<file path="src/rtl/pipe_csa_adder.sv">
// ---------------------------------------------------------------------------
// pipe_csa_adder
//
// Pipelined carry-select adder. The operands are split into STAGES = WIDTH/SEG
// segments. Stage k resolves segment k: it adds that segment twice, once
// assuming carry 0 and once assuming carry 1. It then selects the right result
// with the carry produced by stage k-1. Stage 0 uses the external ci.
// Each stage registers:
//   - the resolved low segments,
//   - the still-pending high operand bits,
//   - its selected carry,
//   - a valid bit.
// The whole pipeline stalls as one unit when the output stage holds a result
// that downstream is not consuming.
//
// Parameters:
//   WIDTH     operand/sum width (multiple of SEG, at least SEG)
//   SEG       carry-select segment width
//
// Ports:
//   clk       rising-edge clock
//   reset     synchronous, active-high reset
//   in_valid  a/b/ci valid this cycle
//   in_ready  block accepts an operand set this cycle
//   a, b, ci  unsigned operands and carry in
//   out_valid sum/co hold a completed result
//   out_ready downstream consumes the result this cycle
//   sum, co   result {co,sum} = a + b + ci
//   ovf       two's-complement overflow (only when CSA_OVF_EN is defined)
//
// Optional feature macro: CSA_OVF_EN adds the ovf output.
// ---------------------------------------------------------------------------
module pipe_csa_adder #(
    parameter int WIDTH = 16,
    parameter int SEG   = 4
) (
    input  logic             clk,
    input  logic             reset,
    input  logic             in_valid,
    output logic             in_ready,
    input  logic [WIDTH-1:0] a,
    input  logic [WIDTH-1:0] b,
    input  logic             ci,
    output logic             out_valid,
    input  logic             out_ready,
    output logic [WIDTH-1:0] sum,
`ifdef CSA_OVF_EN
    output logic             ovf,
`endif
    output logic             co
);

    localparam int STAGES = WIDTH / SEG;

    logic stall;
    logic accept;

    // A full, unconsumed output stage freezes every stage at once. Bubbles
    // therefore only collapse while the output is moving. That keeps the
    // control to a single enable.
    assign stall    = out_valid && !out_ready;
    assign in_ready = !stall;
    assign accept   = in_valid && in_ready;

    for (genvar k = 0; k < STAGES; k++) begin : g_stage
        localparam int LO_W = (k + 1) * SEG;
        localparam int HI_W = WIDTH - LO_W;

        logic [SEG-1:0]  seg_a;
        logic [SEG-1:0]  seg_b;
        logic            cin;
        logic            vin;
        logic [SEG:0]    sum0;
        logic [SEG:0]    sum1;
        logic [SEG:0]    sel;
        logic [LO_W-1:0] lo_next;
        logic            vld;
        logic            cry;
        logic [LO_W-1:0] lo;

        if (k == 0) begin : g_src
            assign seg_a   = a[SEG-1:0];
            assign seg_b   = b[SEG-1:0];
            assign cin     = ci;
            assign vin     = accept;
            assign lo_next = sel[SEG-1:0];
        end else begin : g_src
            assign seg_a   = g_stage[k-1].g_hi.hi_a[SEG-1:0];
            assign seg_b   = g_stage[k-1].g_hi.hi_b[SEG-1:0];
            assign cin     = g_stage[k-1].cry;
            assign vin     = g_stage[k-1].vld;
            assign lo_next = {sel[SEG-1:0], g_stage[k-1].lo};
        end

        // Both carry hypotheses are computed up front so the only thing on the
        // inter-stage carry path is the final mux.
        assign sum0 = {1'b0, seg_a} + {1'b0, seg_b};
        assign sum1 = {1'b0, seg_a} + {1'b0, seg_b} + (SEG + 1)'(1);
        assign sel  = cin ? sum1 : sum0;

        always_ff @(posedge clk) begin
            if (reset) begin
                vld <= 1'b0;
                cry <= 1'b0;
                lo  <= '0;
            end else if (!stall) begin
                vld <= vin;
                cry <= sel[SEG];
                lo  <= lo_next;
            end
        end

        // Operand bits above this segment travel along until their own stage.
        // The last stage has nothing left to carry forward.
        if (k < STAGES - 1) begin : g_hi
            logic [HI_W-1:0] hi_a;
            logic [HI_W-1:0] hi_b;
            logic [HI_W-1:0] hi_a_next;
            logic [HI_W-1:0] hi_b_next;

            if (k == 0) begin : g_hsrc
                assign hi_a_next = a[WIDTH-1:SEG];
                assign hi_b_next = b[WIDTH-1:SEG];
            end else begin : g_hsrc
                assign hi_a_next = g_stage[k-1].g_hi.hi_a[WIDTH-k*SEG-1:SEG];
                assign hi_b_next = g_stage[k-1].g_hi.hi_b[WIDTH-k*SEG-1:SEG];
            end

            always_ff @(posedge clk) begin
                if (reset) begin
                    hi_a <= '0;
                    hi_b <= '0;
                end else if (!stall) begin
                    hi_a <= hi_a_next;
                    hi_b <= hi_b_next;
                end
            end
        end
    end

    assign out_valid = g_stage[STAGES-1].vld;
    assign sum       = g_stage[STAGES-1].lo;
    assign co        = g_stage[STAGES-1].cry;

`ifdef CSA_OVF_EN
    // The MSBs of a, b and sum all meet in the last stage's segment. Overflow
    // is therefore registered there, in step with the result it belongs to.
    always_ff @(posedge clk) begin
        if (reset) begin
            ovf <= 1'b0;
        end else if (!stall) begin
            ovf <= (g_stage[STAGES-1].seg_a[SEG-1] == g_stage[STAGES-1].seg_b[SEG-1]) &&
                   (g_stage[STAGES-1].sel[SEG-1]   != g_stage[STAGES-1].seg_a[SEG-1]);
        end
    end
`endif

endmodule

</file>
<file path="config.mk">
export PLATFORM = sky130hd
export DESIGN_NAME = pipe_csa_adder
export DESIGN_NICKNAME = d
export VERILOG_FILES = /design/src/rtl/pipe_csa_adder.sv
export SDC_FILE = /design/constraint.sdc
export NUM_CORES = 1
export LEC_CHECK = 0
export CAP_MARGIN = 15
export CORE_UTILIZATION = 55
export CTS_BUF_LIST = sky130_fd_sc_hd__clkbuf_8
export DETAILED_ROUTE_END_ITERATION = 12
export PLACE_DENSITY = 0.9
export SLEW_MARGIN = 30
export SYNTH_ARGS = -nofsm -noshare
export SYNTH_HDL_FRONTEND = slang
export SYNTH_SLANG_ARGS = --single-unit
</file>
<file path="constraint.sdc">
create_clock -name clk -period 3.45 [get_ports clk]
set_input_delay 0.345 -clock clk [delete_from_list [all_inputs] [get_ports clk]]
set_output_delay 0.345 -clock clk [all_outputs]
set_load 0.02 [all_outputs]
</file>
Yosys cells after proc, flatten, opt, wreduce, memory -nomap -nowiden
Cells that the tools add are included.

word-level totals
  register bits after elaboration = 96
  bits of input ports = 37
  output and inout port bits = 19
  logic and storage cells = 34

operators by class
  add/sub/neg operators = 8
  mux-type cells = 4
  reduce and logical (&&, ||, !) cells = 4

operators by type and width
  operator                                                        number
  4-bit by 4-bit adder with 5-bit output                          4
  5-bit by 1-bit adder with 5-bit output (second input constant)  4
  5-bit 2-to-1 mux                                                4
  1-bit logical AND                                               2
  1-bit logical NOT                                               2

Depth between registers and ports, before layout
Gate-level depths: netlist (run 1).

  word-level depth = 4
  depth in mapped cells = 10
  depth with buffers taken out = 10

Worst setup path after synthesis (run 1)
OpenSTA, ideal clock, no wires.

  path kind = input port to flip-flop
  from = in a[0]
  to = reg g_stage[0].cry
  library setup time = 117 ps
  arrival time = 1938 ps
  required time = 3333 ps
  slack = 1395 ps
  stages on the path = 10
  buffers on the path = 0
  cells stage by stage = ha_1 -> inv_1 -> fa_1 -> inv_1 -> ha_1 -> nand2_1 -> nor3_1 -> mux2i_1 -> xor2_1 -> a22o_1

on the way
  longest elaborated chain between the ends = 3

ends and longest elaborated chain
  what                                      RTL line  RTL
  from (decl)                               41        input logic [WIDTH-1:0] a,
  4-bit by 4-bit adder with 5-bit output *  97, 98
  5-bit by 1-bit adder with 5-bit output    98        assign sum1 = {1'b0, seg_a} + {1'b0, seg_b} + (SEG + 1)'(1);
  5-bit 2-to-1 mux *                        99        assign sel = cin ? sum1 : sum0;
  to (signal assigned)                      108       cry <= sel[SEG];
  to (decl)                                 78        logic cry;

Mark *: on every way between the ends. The rest lies on a longest branch, timed or not.
A chain may end at the register's enable or synchronous reset.

Final worst setup path (run 1)
Same ends and word-level chain as after synthesis.

==> results of run 1 <==
==> metal layers <==
layer	part of all wire, %	GRT usage (%)	wire, µm	vias to the layer above
met5	0	0	0	-
met4	2.8	11.0	229	0
met3	3.5	4.43	287	19
met2	50	38.0	4100	76
met1	44	27.3	3660	1594
li1	-	-	-	1760
==> Yosys cell counts, drive strengths merged <==
cell    number  area share [%]
a22o         4            0.84
nor2        27             2.4
inv         21             1.9
a211oi      16             2.9
xor2         8             2.4
a21o         8             1.4
a21oi       83              10
nand3        4            0.48
clkbuf      18             1.6
dfxtp       96              46
nor3b        1            0.18
xnor2       16             3.4
nor2b        1            0.15
mux2i        4            0.96
ha          20             6.0
fa           4             1.9
nor3        12             1.4
nand2      158              14
buf         15             1.7
==> state kept, by name, summed over array words and instances, names as in the netlist <==
signal	flops
g_stage.g_hi.hi_b	24
co	1
g_stage.cry	3
sum	16
g_stage.vld	3
g_stage.g_hi.hi_a	24
g_stage.lo	24
out_valid	1
==> worst min path at each step <==
| stage | start | end | slack, ps |
|---|---|---|---|
| floorplan | g_stage[0].g_hi.hi_a[10] | g_stage[0].g_hi.hi_a[10] | 430 |
| finish | sum[9] | sum[9] | 450 |
| CTS | g_stage[1].g_hi.hi_b[5] | g_stage[1].g_hi.hi_b[5] | 460 |
| detailed placement | g_stage[0].g_hi.hi_a[11] | g_stage[0].g_hi.hi_a[11] | 440 |
| global placement | sum[8] | sum[8] | 440 |
| global route | g_stage[1].lo[0] | g_stage[2].lo[0] | 470 |
==> through the flow <==
step / power, W / area (µm²) / worst slack, ps
CTS: 0.00221 / 4940 / 1140
finish: 0.00220 / 4940 / 1120
detailed placement: 0.00151 / 4740 / 744
global placement: 0.00149 / 4740 / 892
floorplan: 0.00141 / 4180 / 1400
global route: 0.00230 / 4940 / 993
==> layout make-up <==
| type | count | area [µm²] | share of cell area (%) |
|---|---|---|---|
| Clock inverter | 7 | 73.8 | 1.49 |
| Tap cell | 99 | 124 | 2.51 |
| Timing Repair Buffer | 58 | 568 | 11.5 |
| Clock buffer | 9 | 124 | 2.51 |
| Inverter | 21 | 78.8 | 1.59 |
| Sequential cell | 96 | 1920 | 38.9 |
| Multi-Input combinational cell | 366 | 2050 | 41.5 |
==> power groups by stage <==
stage	clock (W)	combinational (W)	sequential [W]
floorplan	0	0.000175	0.00123
global placement	0	0.000261	0.00123
detailed placement	0	0.000273	0.00123
CTS	0.000731	0.000275	0.00121
global route	0.000780	0.000304	0.00122
finish	0.000720	0.000275	0.00121
==> kinds of logic (layout without fill, tap and decap cells) <==
| group | Yosys count | in the layout | synth area share, % |
|---|---|---|---|
| and+or+nand+nor | 203 | 203 | 18.8 |
| AOI/OAI and AO/OA | 111 | 111 | 15.4 |
| DFF | 96 | 96 | 45.9 |
| buffers and inverters | 54 | 95 | 5.17 |
| adders and majority gates | 24 | 24 | 7.90 |
| xor gates and xnor gates | 24 | 24 | 5.74 |
| muxes | 4 | 4 | 0.957 |
==> cell usage in the layout, fill, tap and decap left out <==
cell	synthesis	layout
nor3_1	12	12
nand2_1	158	158
xor2_1	4	4
nor2b_4	0	1
nor3b_1	1	1
nand3_1	4	4
clkinvlp_4	0	1
a21oi_2	4	4
fa_1	4	4
xnor2_1	16	16
nor2_1	27	27
clkbuf_8	0	9
clkinv_4	0	2
bufinv_16	0	1
a21oi_1	79	79
buf_2	11	1
xor2_2	4	4
ha_1	20	20
buf_4	0	3
a22o_1	4	4
dfxtp_1	96	96
inv_8	0	1
inv_2	1	1
clkdlybuf4s50_1	0	54
mux2i_1	4	4
a211oi_1	16	16
inv_1	20	22
a21o_1	8	8
==> worst max-delay path: stages <==
cell	delay [ps]
clkdlybuf4s50_1	460
ha_1	170
inv_1	60
fa_1	490
inv_1	80
ha_1	170
nand2_1	90
nor3_1	220
mux2i_1	120
xor2_1	170
a22o_1	230
==> impl_metrics.toml, run 1 <==
[status]
status = "finished, final reports clean"

[cts]
path_clk_slew_ps = 90
ctsLongestPathBuffers = 2
clock-sinks = 96
clk_latency_ps = 360
cts_tree = "done"
cts_buffers = 9
h-tree-depth = 3
post-cts-setup-buffers = 0
postCtsHoldBufs = 0
cts_repair_resize_count = 0
root_buffer = "clkbuf_8"

[global_route]
antenna_found_initial = 0
grt_use_total_pct = 22.4
grt_first_pass_wirelength_um = 13800
grt_max_degree = 104
grt_pass1_vias = 3189
grt_overflow = 0

[synthesis]
synth-seq-cells = 96
synth_nets = 577
ys_warn_count = 0
syn-cell-area_mm2 = 0.00418
ys_types = 23
avgSynthCellArea_um2 = 8.11
yosysSeqAreaShare_pct = 45.9
postSynthCellCount = 516

[die]
die_x_um = 89.2
placementRows = 31
die_y_um = 89.2
coreArea_mm2 = 0.00729
die-area_mm2 = 0.00796
start_util_pct = 57.4
io-pin-count = 56

[setup_path]
setup.worst_path.start = "a[0]"
r2r-start = "g_stage[2].g_hi.hi_b[0]"
start_kind = "input pin"
crit_path_end_kind = "flop"
cp_max_fo = 3
rrSetupSlack_ps = 1180
crit_required_ps = 3710
reg2regPathDepth = 10
critPathArrivalTime_ps = 2600
reg2reg_to = "co"
worstSetupPathType = "in -> reg"
endpoint = "g_stage[0].cry"

[place]
io_buffers = 55
dp_hpwl_um = 5660
dpl.cell_count = 640
place_congestion = 0.803

[cells_and_area]
nNetsFinal = 613
finish.utilization_pct = 67.8
antenna_cells = 0
nFillCells = 593
fin_cells = 656
drive_gt1_share_pct = 5.03
syn_to_final_growth_pct = 18.2

[power]
swShare_pct = 25.4
pwr-share-clk_pct = 32.7
power_frac_comb_pct = 12.5
max-vdd-ir-drop_uv = 234
cellPowerDensity_mw_per_mm2 = 446
power.internal_w = 0.00164
power_frac_seq_pct = 54.8
leakage_nw = 2.03
power_switching_w = 0.000561

[sta]
drv_slew = 0
clock_skew_ps = 11.6
slew_headroom_pct = 37.0
min_period_ps = 2330
setup_tns_ps = 0
timing.hold.ws_ps = 455
grt_setup_unrepaired = "false"
period_share_pct = 67.7
tightest_slew_ps = 945
max_freq_mhz = 428
hold_violations = 0
finalSetupViolCount = 0

[worst_hold_path]
hold_path_class = "reg -> reg"
holdPathStages = 2

[run]
max_cap_violations = 0

[detailed_routing]
wl_per_cell_um = 12.6
via_count = 3449
firstDrtPassIters = 5
drc = 0
drt_wl_total_um = 8270
drtIter0Drc = 186
detail-route-antenna-nets = 0
drt-vias-per-instance = 5.26
Power figures use the tool's default switching activity.
==> run 2, diff against run 1 <==
--- a/config.mk
+++ b/config.mk
@@ -6,10 +6,10 @@
 export NUM_CORES = 1
 export LEC_CHECK = 0
 export CAP_MARGIN = 15
-export CORE_UTILIZATION = 55
+export CORE_UTILIZATION = 51
 export CTS_BUF_LIST = sky130_fd_sc_hd__clkbuf_8
 export DETAILED_ROUTE_END_ITERATION = 12
-export PLACE_DENSITY = 0.9
+export PLACE_DENSITY = 0.88
 export SLEW_MARGIN = 30
 export SYNTH_ARGS = -nofsm -noshare
 export SYNTH_HDL_FRONTEND = slang
==> constraint.sdc (replaced) <==
create_clock -name clk -period 2 [get_ports clk]
set_input_delay 0.2 -clock clk [delete_from_list [all_inputs] [get_ports clk]]
set_output_delay 0.2 -clock clk [all_outputs]
set_load 0.02 [all_outputs]
==> run 2 against run 1 <==
  * The run now ends with negative setup slack left
  * Utilization is 0.22 points lower
  * Critical path depth shrank 1
  * Combinational power grew 110%
  * Sequential share of layout area decreased by 2.5 points
  * Routed wire length is 9.7% higher
  * Worst setup slack worse by 1200 ps
==> impl_metrics.toml, run 2 (synthesized netlist as in run 1, its figures left out) <==
[cells_and_area]
final_cell_mix = "nand2_1 (154), dfxtp_1 (90), a21oi_1 (79), clkdlybuf4s50_1 (50), nor2_1 (25)"
finish.utilization_pct = 67.6
nNetsFinal = 634
syn_to_final_growth_pct = 26.7
nFillCells = 589
final_common_cell = "nand2_1"
reg_top3 = "g_stage.g_hi.hi_a: 24 flops, g_stage.g_hi.hi_b: 24 flops, g_stage.lo: 24 flops"
drive_gt1_share_pct = 15.6
antenna_cells = 0

[place]
dp_hpwl_um = 5880
place_congestion = 0.805
io_buffers = 55

[die]
placementRows = 32
die_x_um = 92.6
start_util_pct = 53.3
io-pin-count = 56
coreArea_mm2 = 0.00785
die-area_mm2 = 0.00857
die_y_um = 92.6

[worst_hold_path]
worstHoldStart = "reset"
holdPathStages = 2
hold_path_class = "in -> reg"
min_to = "sum[8]"

[setup_path]
crit_buf_inv = 2
cpPeakStageDelay_ps = 480
crit_chain = "ha_4 -> inv_2 -> fa_1 -> inv_2 -> ha_4 -> nand2_2 -> nor3_2 -> mux2i_1 -> xor2_1 -> a22o_1"
start_kind = "flop"
critPathSlowestCell = "fa_1"
critPathArrivalTime_ps = 2300
crit_required_ps = 2260
worstSetupPathType = "reg -> reg"
rrSetupSlack_ps = -40
setup.worst_path.start = "g_stage[1].g_hi.hi_a[0]"
crit_family = "adder cells"
crit_path_end_kind = "flop"
reg2reg_to = "g_stage[2].cry"
reg2regPathDepth = 10
r2r-start = "g_stage[1].g_hi.hi_a[0]"
cp_max_fo = 2

[global_route]
grt_overflow = 0
antenna_found_initial = 0
grt_max_degree = 104
grt_use_total_pct = 21.5
grt_pass1_vias = 3315
grt_first_pass_wirelength_um = 14700

[detailed_routing]
drtIter0Drc = 229
via_count = 3571
wl_per_cell_um = 13.4
detail-route-antenna-nets = 0
drt-vias-per-instance = 5.26
drc = 0
drt_wl_total_um = 9070
firstDrtPassIters = 4

[cts]
path_clk_slew_ps = 90
h-tree-depth = 3
postCtsHoldBufs = 0
cts_buffers = 9
ctsLongestPathBuffers = 2
clk_latency_ps = 360
root_buffer = "clkbuf_8"
clock-sinks = 96
cts_tree = "done"

[sta]
tightest_slew_ps = 405
hold_violations = 0
slew_headroom_pct = 73.0
clock_skew_ps = 9.88
grt_setup_unrepaired = "true"
setup_tns_ps = -78.1
finalSetupViolCount = 2
min_period_ps = 2040
period_share_pct = 102
drv_slew = 0
worst_slack_ps = -41.1
max_freq_mhz = 490

[run]
max_cap_violations = 0

[status]
status = "complete, but fails checks"
violations = "negative setup slack"

[power]
cellPowerDensity_mw_per_mm2 = 731
max-vdd-ir-drop_uv = 495
leakage_nw = 2.17
## run 2: changes by cell type in the layout (fill, tap and decap cells not counted), moves of 7 or more
cell | before | now
ha_1 | 20 | 12
inv_1 | 22 | 13
inv_2 | 1 | 8
buf_4 | 3 | 21
## run 2: through the flow
| step | setup slack (ps) | cell area (µm²) | total power (W) | std cells | hold WS [ps] |
|---|---|---|---|---|---|
| final | -41.1 | 5300 | 0.00387 | 679 | 151 |
| after global routing | -113 | 5300 | 0.00405 | 679 | 173 |
| after CTS | -5.29 | 5190 | 0.00385 | 676 | 146 |
| after detailed placement | -517 | 4880 | 0.00263 | 657 | 445 |
| after global placement | -380 | 4880 | 0.00260 | 657 | 441 |
| after floorplan | 37.5 | 4180 | 0.00243 | 516 | 340 |
## run 2: layout make-up
type / instances / area, µm² / share of cell area (%)
clock inverters: 4 / 36.3 / 0.684
inverters: 21 / 78.8 / 1.49
well taps: 102 / 128 / 2.41
multi-input cells: 366 / 2220 / 41.9
repair buffers: 79 / 754 / 14.2
clock buffers: 11 / 151 / 2.86
flip-flops and latches: 96 / 1930 / 36.4
## run 2: how the worst max path moves through the flow
stage	to	slack (ps)	depth (start not counted)
global route	co	-110	10
global placement	g_stage[0].cry	-380	11
CTS	co	-5	10
detailed placement	g_stage[0].cry	-520	11
floorplan	g_stage[1].cry	40	10
finish	g_stage[2].cry	-40	10
## run 2: layer usage
metal | global-route usage (%) | share of wire (%) | wire length [µm] | vias up
li1 | - | - | - | 1796
met1 | 26.9 | 44 | 3970 | 1665
met2 | 36.3 | 50 | 4550 | 85
met3 | 3.28 | 3.2 | 289 | 25
met4 | 10.4 | 2.9 | 263 | 0
met5 | 0 | 0 | 0 | -
## run 2: repair_timing
action                                  in CTS  in global routing
endpoints found under the setup margin       4                  9
pin swaps                                   15                 13
resized for setup                           31                 24
buffers inserted                             4                  3
## run 2: power breakdown
group          leakage [nW]  internal, W  switching, W  total, W
Sequential            0.791      0.00202     0.0000697   0.00209
Clock                0.0943     0.000532      0.000682   0.00121
Combinational          1.29     0.000287      0.000281  0.000568
Total                  2.17      0.00284       0.00103   0.00387
==> run 3, diff against run 2 <==
--- a/config.mk
+++ b/config.mk
@@ -5,11 +5,12 @@
 export SDC_FILE = /design/constraint.sdc
 export NUM_CORES = 1
 export LEC_CHECK = 0
+export ABC_AREA = 1
 export CAP_MARGIN = 15
-export CORE_UTILIZATION = 51
+export CORE_UTILIZATION = 52
 export CTS_BUF_LIST = sky130_fd_sc_hd__clkbuf_8
 export DETAILED_ROUTE_END_ITERATION = 12
-export PLACE_DENSITY = 0.88
+export PLACE_DENSITY = 0.89
 export SLEW_MARGIN = 30
 export SYNTH_ARGS = -nofsm -noshare
 export SYNTH_HDL_FRONTEND = slang
==> run 3 against run 2 <==
  * The flow now finishes without violations
  * Non-clock buffer count fell by 14
  * Via count rose by 5.2%
  * Sequential power barely moved
  * Clock power rose by 6%
  * Worst setup slack improved by 100 ps
  * Flip-flop and latch count did not move
  * Routed wire length fell by 1.2%
  * Count of clock-buffer cells in the layout did not move
  * Highest routed layer unchanged
==> impl_metrics.toml, run 3 <==
[synthesis]
synth_edf_count = 0
synth_most_common_cell = "nor2_1"
synth_top_area_share_pct = 44.5
synthAdderAreaFrac_pct = 7.64
synth_compound_area_share_pct = 15.1
postSynthCellCount = 572
synth_top_family_by_area = "simple AND/OR/NAND/NOR gates"
synth-main-ff-cell = "dfxtp_1"
muxShareOfSynthArea_pct = 0
avgSynthCellArea_um2 = 7.56
synthSimpleGateAreaFrac_pct = 21.4
ys_types = 25
synth_common_cells = "nor2_1 (148), dfxtp_1 (96), o21ai_0 (84), nand2_1 (50), inv_1 (49)"
synth-seq-cells = 96
synthXorXnorAreaFrac_pct = 2.75
synth_nets = 633
syn-cell-area_mm2 = 0.00432
synth.area.top_cells = "dfxtp_1 (44%), nor2_1 (13%), o21ai_0 (9.7%)"
yosysTopAreaCell = "dfxtp_1"
ys_warn_count = 0
yosysSeqAreaShare_pct = 44.5
ys_async_sr_fraction_pct = 0

[setup_path]
crit_path_end_kind = "flop"
start_kind = "flop"
critPathSlowestCell = "fa_1"
worstSetupPathType = "reg -> reg"
crit_chain = "ha_2 -> inv_1 -> fa_1 -> inv_2 -> ha_1 -> nand2_2 -> nor2_2 -> nand2_1 -> nand2_1 -> nand3_1 -> nand2_1 -> inv_1"
crit_required_ps = 2260
cp_max_fo = 2
cpPeakStageDelay_ps = 500
cp_common_cell = "nand2_1"
critPathArrivalTime_ps = 2190

[die]
io-pin-count = 56
die_x_um = 93.2
placementRows = 32
die-area_mm2 = 0.00868
die_y_um = 93.2
coreArea_mm2 = 0.00789
start_util_pct = 54.8

[sta]
hold_violations = 0
drv_slew = 0
min_period_ps = 1940
slew_headroom_pct = 54.7
tightest_slew_ps = 680
finalSetupViolCount = 0
clock_skew_ps = 5.53
period_share_pct = 96.9
setup_tns_ps = 0
max_freq_mhz = 516

[power]
power_frac_comb_pct = 15.1
power.internal_w = 0.00298
swShare_pct = 25.8
power_frac_seq_pct = 52.9
cellPowerDensity_mw_per_mm2 = 775
leakage_nw = 2.49
max-vdd-ir-drop_uv = 480
power_switching_w = 0.00103
pwr-share-clk_pct = 32.0
finalPower_w = 0.00401

[cells_and_area]
syn_to_final_growth_pct = 19.8
final_common_cell = "nor2_1"
nFillCells = 646
fin_cells = 724
finish.utilization_pct = 65.7
multiInputGateArea_mm2 = 0.00206
reg_top3 = "g_stage.g_hi.hi_a: 24 flops, g_stage.g_hi.hi_b: 24 flops, g_stage.lo: 24 flops"
nNetsFinal = 678
drive_gt1_share_pct = 8.52
final_area_mm2 = 0.00518
final_cell_mix = "nor2_1 (148), dfxtp_1 (92), o21ai_0 (84), clkdlybuf4s50_1 (55), nand2_1 (49)"
seq_area_mm2 = 0.00193
antenna_cells = 0

[cts]
clock-sinks = 96
postCtsHoldBufs = 0
cts_tree = "done"
clk_latency_ps = 350
cts_buffers = 9
h-tree-depth = 3
root_buffer = "clkbuf_8"
path_clk_slew_ps = 90
ctsLongestPathBuffers = 2

[global_route]
grt_pass1_vias = 3571
antenna_found_initial = 0
grt_first_pass_wirelength_um = 15100
grt_use_total_pct = 21.9
grt_overflow = 0
grt_max_degree = 83

[detailed_routing]
drtIter0Drc = 166
detail-route-antenna-nets = 0
wl_per_cell_um = 12.4
via_count = 3758
firstDrtPassIters = 4
drc = 0
drt_wl_total_um = 8970
drt-vias-per-instance = 5.19

[place]
place_congestion = 0.797
io_buffers = 55
dpl.cell_count = 706
dp_hpwl_um = 6200
placed_area_mm2 = 0.00493

[status]
status = "finished, final reports clean"

[run]
max_cap_violations = 0

[worst_hold_path]
hold_path_class = "in -> reg"
## run 3: cell count changes in the layout (fill, tap and decap cells not counted), sizes merged, moves of 12 or more
cell    change
buf        -15
nand3      +12
nor2      +127
nand2     -104
a21oi      -61
inv        +31
a211oi     -16
o21ai      +95
## run 3: cell type report
class,instances,share of cell area [%]
well taps,102,2.46
inverters,53,3.84
repair buffers,65,12.8
flip-flops and latches,96,37.2
multi-input cells,392,39.7
clock inverters,5,1.06
clock buffers,11,2.92
## run 3: power groups by stage
stage / Clock (W) / Sequential [W] / Combinational, W
after floorplan: 0 / 0.00217 / 0.000357
after global placement: 0 / 0.00216 / 0.000549
after detailed placement: 0 / 0.00216 / 0.000581
after CTS: 0.00131 / 0.00212 / 0.000590
after global routing: 0.00139 / 0.00214 / 0.000680
final: 0.00128 / 0.00212 / 0.000606
## run 3: timing repair
action / in CTS / in global routing
setup buffers: 0 / 2
resized for setup: 0 / 12
endpoints found under the setup margin: 0 / 4
## run 3: kinds of logic after synthesis
logic type | Yosys count
and+or+nand+nor | 231
AOI/OAI and AO/OA | 126
DFF | 96
buffers and inverters | 84
adders and majority gates | 24
xor gates and xnor gates | 11
## run 3: critical path: cells and delay by family (launching register included)
family / cells / cell delay, ps
buffers and inverters: 3 / 170
adder cells (fa/ha/maj): 3 / 840
AND/OR/NAND/NOR: 6 / 500
flip-flops: 1 / 340
## run 3: path summary, 6_finish.rpt
kind                                 from                       to  slack (ps)  cells past startpoint
setup / recovery  g_stage[1].g_hi.hi_a[0]           g_stage[2].cry          60                     12
hold / removal                      reset                out_valid         440                      2
setup reg to reg  g_stage[1].g_hi.hi_a[0]           g_stage[2].cry          60                     12
hold reg to reg   g_stage[1].g_hi.hi_a[6]  g_stage[1].g_hi.hi_a[6]         480                      2
## run 3: layer usage
layer	vias up	track usage (%)	routed length, µm	part of all wire (%)
li1	1910	-	-	-
met1	1701	24.5	3660	41
met2	109	38.0	4560	51
met3	38	3.58	318	3.5
met4	0	15.1	422	4.7
met5	-	0	0	0
## run 3: metrics by stage
step | worst slack (ps) | hold slack (ps)
floorplan | 235 | 269
global placement | -122 | 449
detailed placement | -190 | 468
CTS | 2.89 | 429
global route | -90.0 | 442
finish | 61.4 | 438
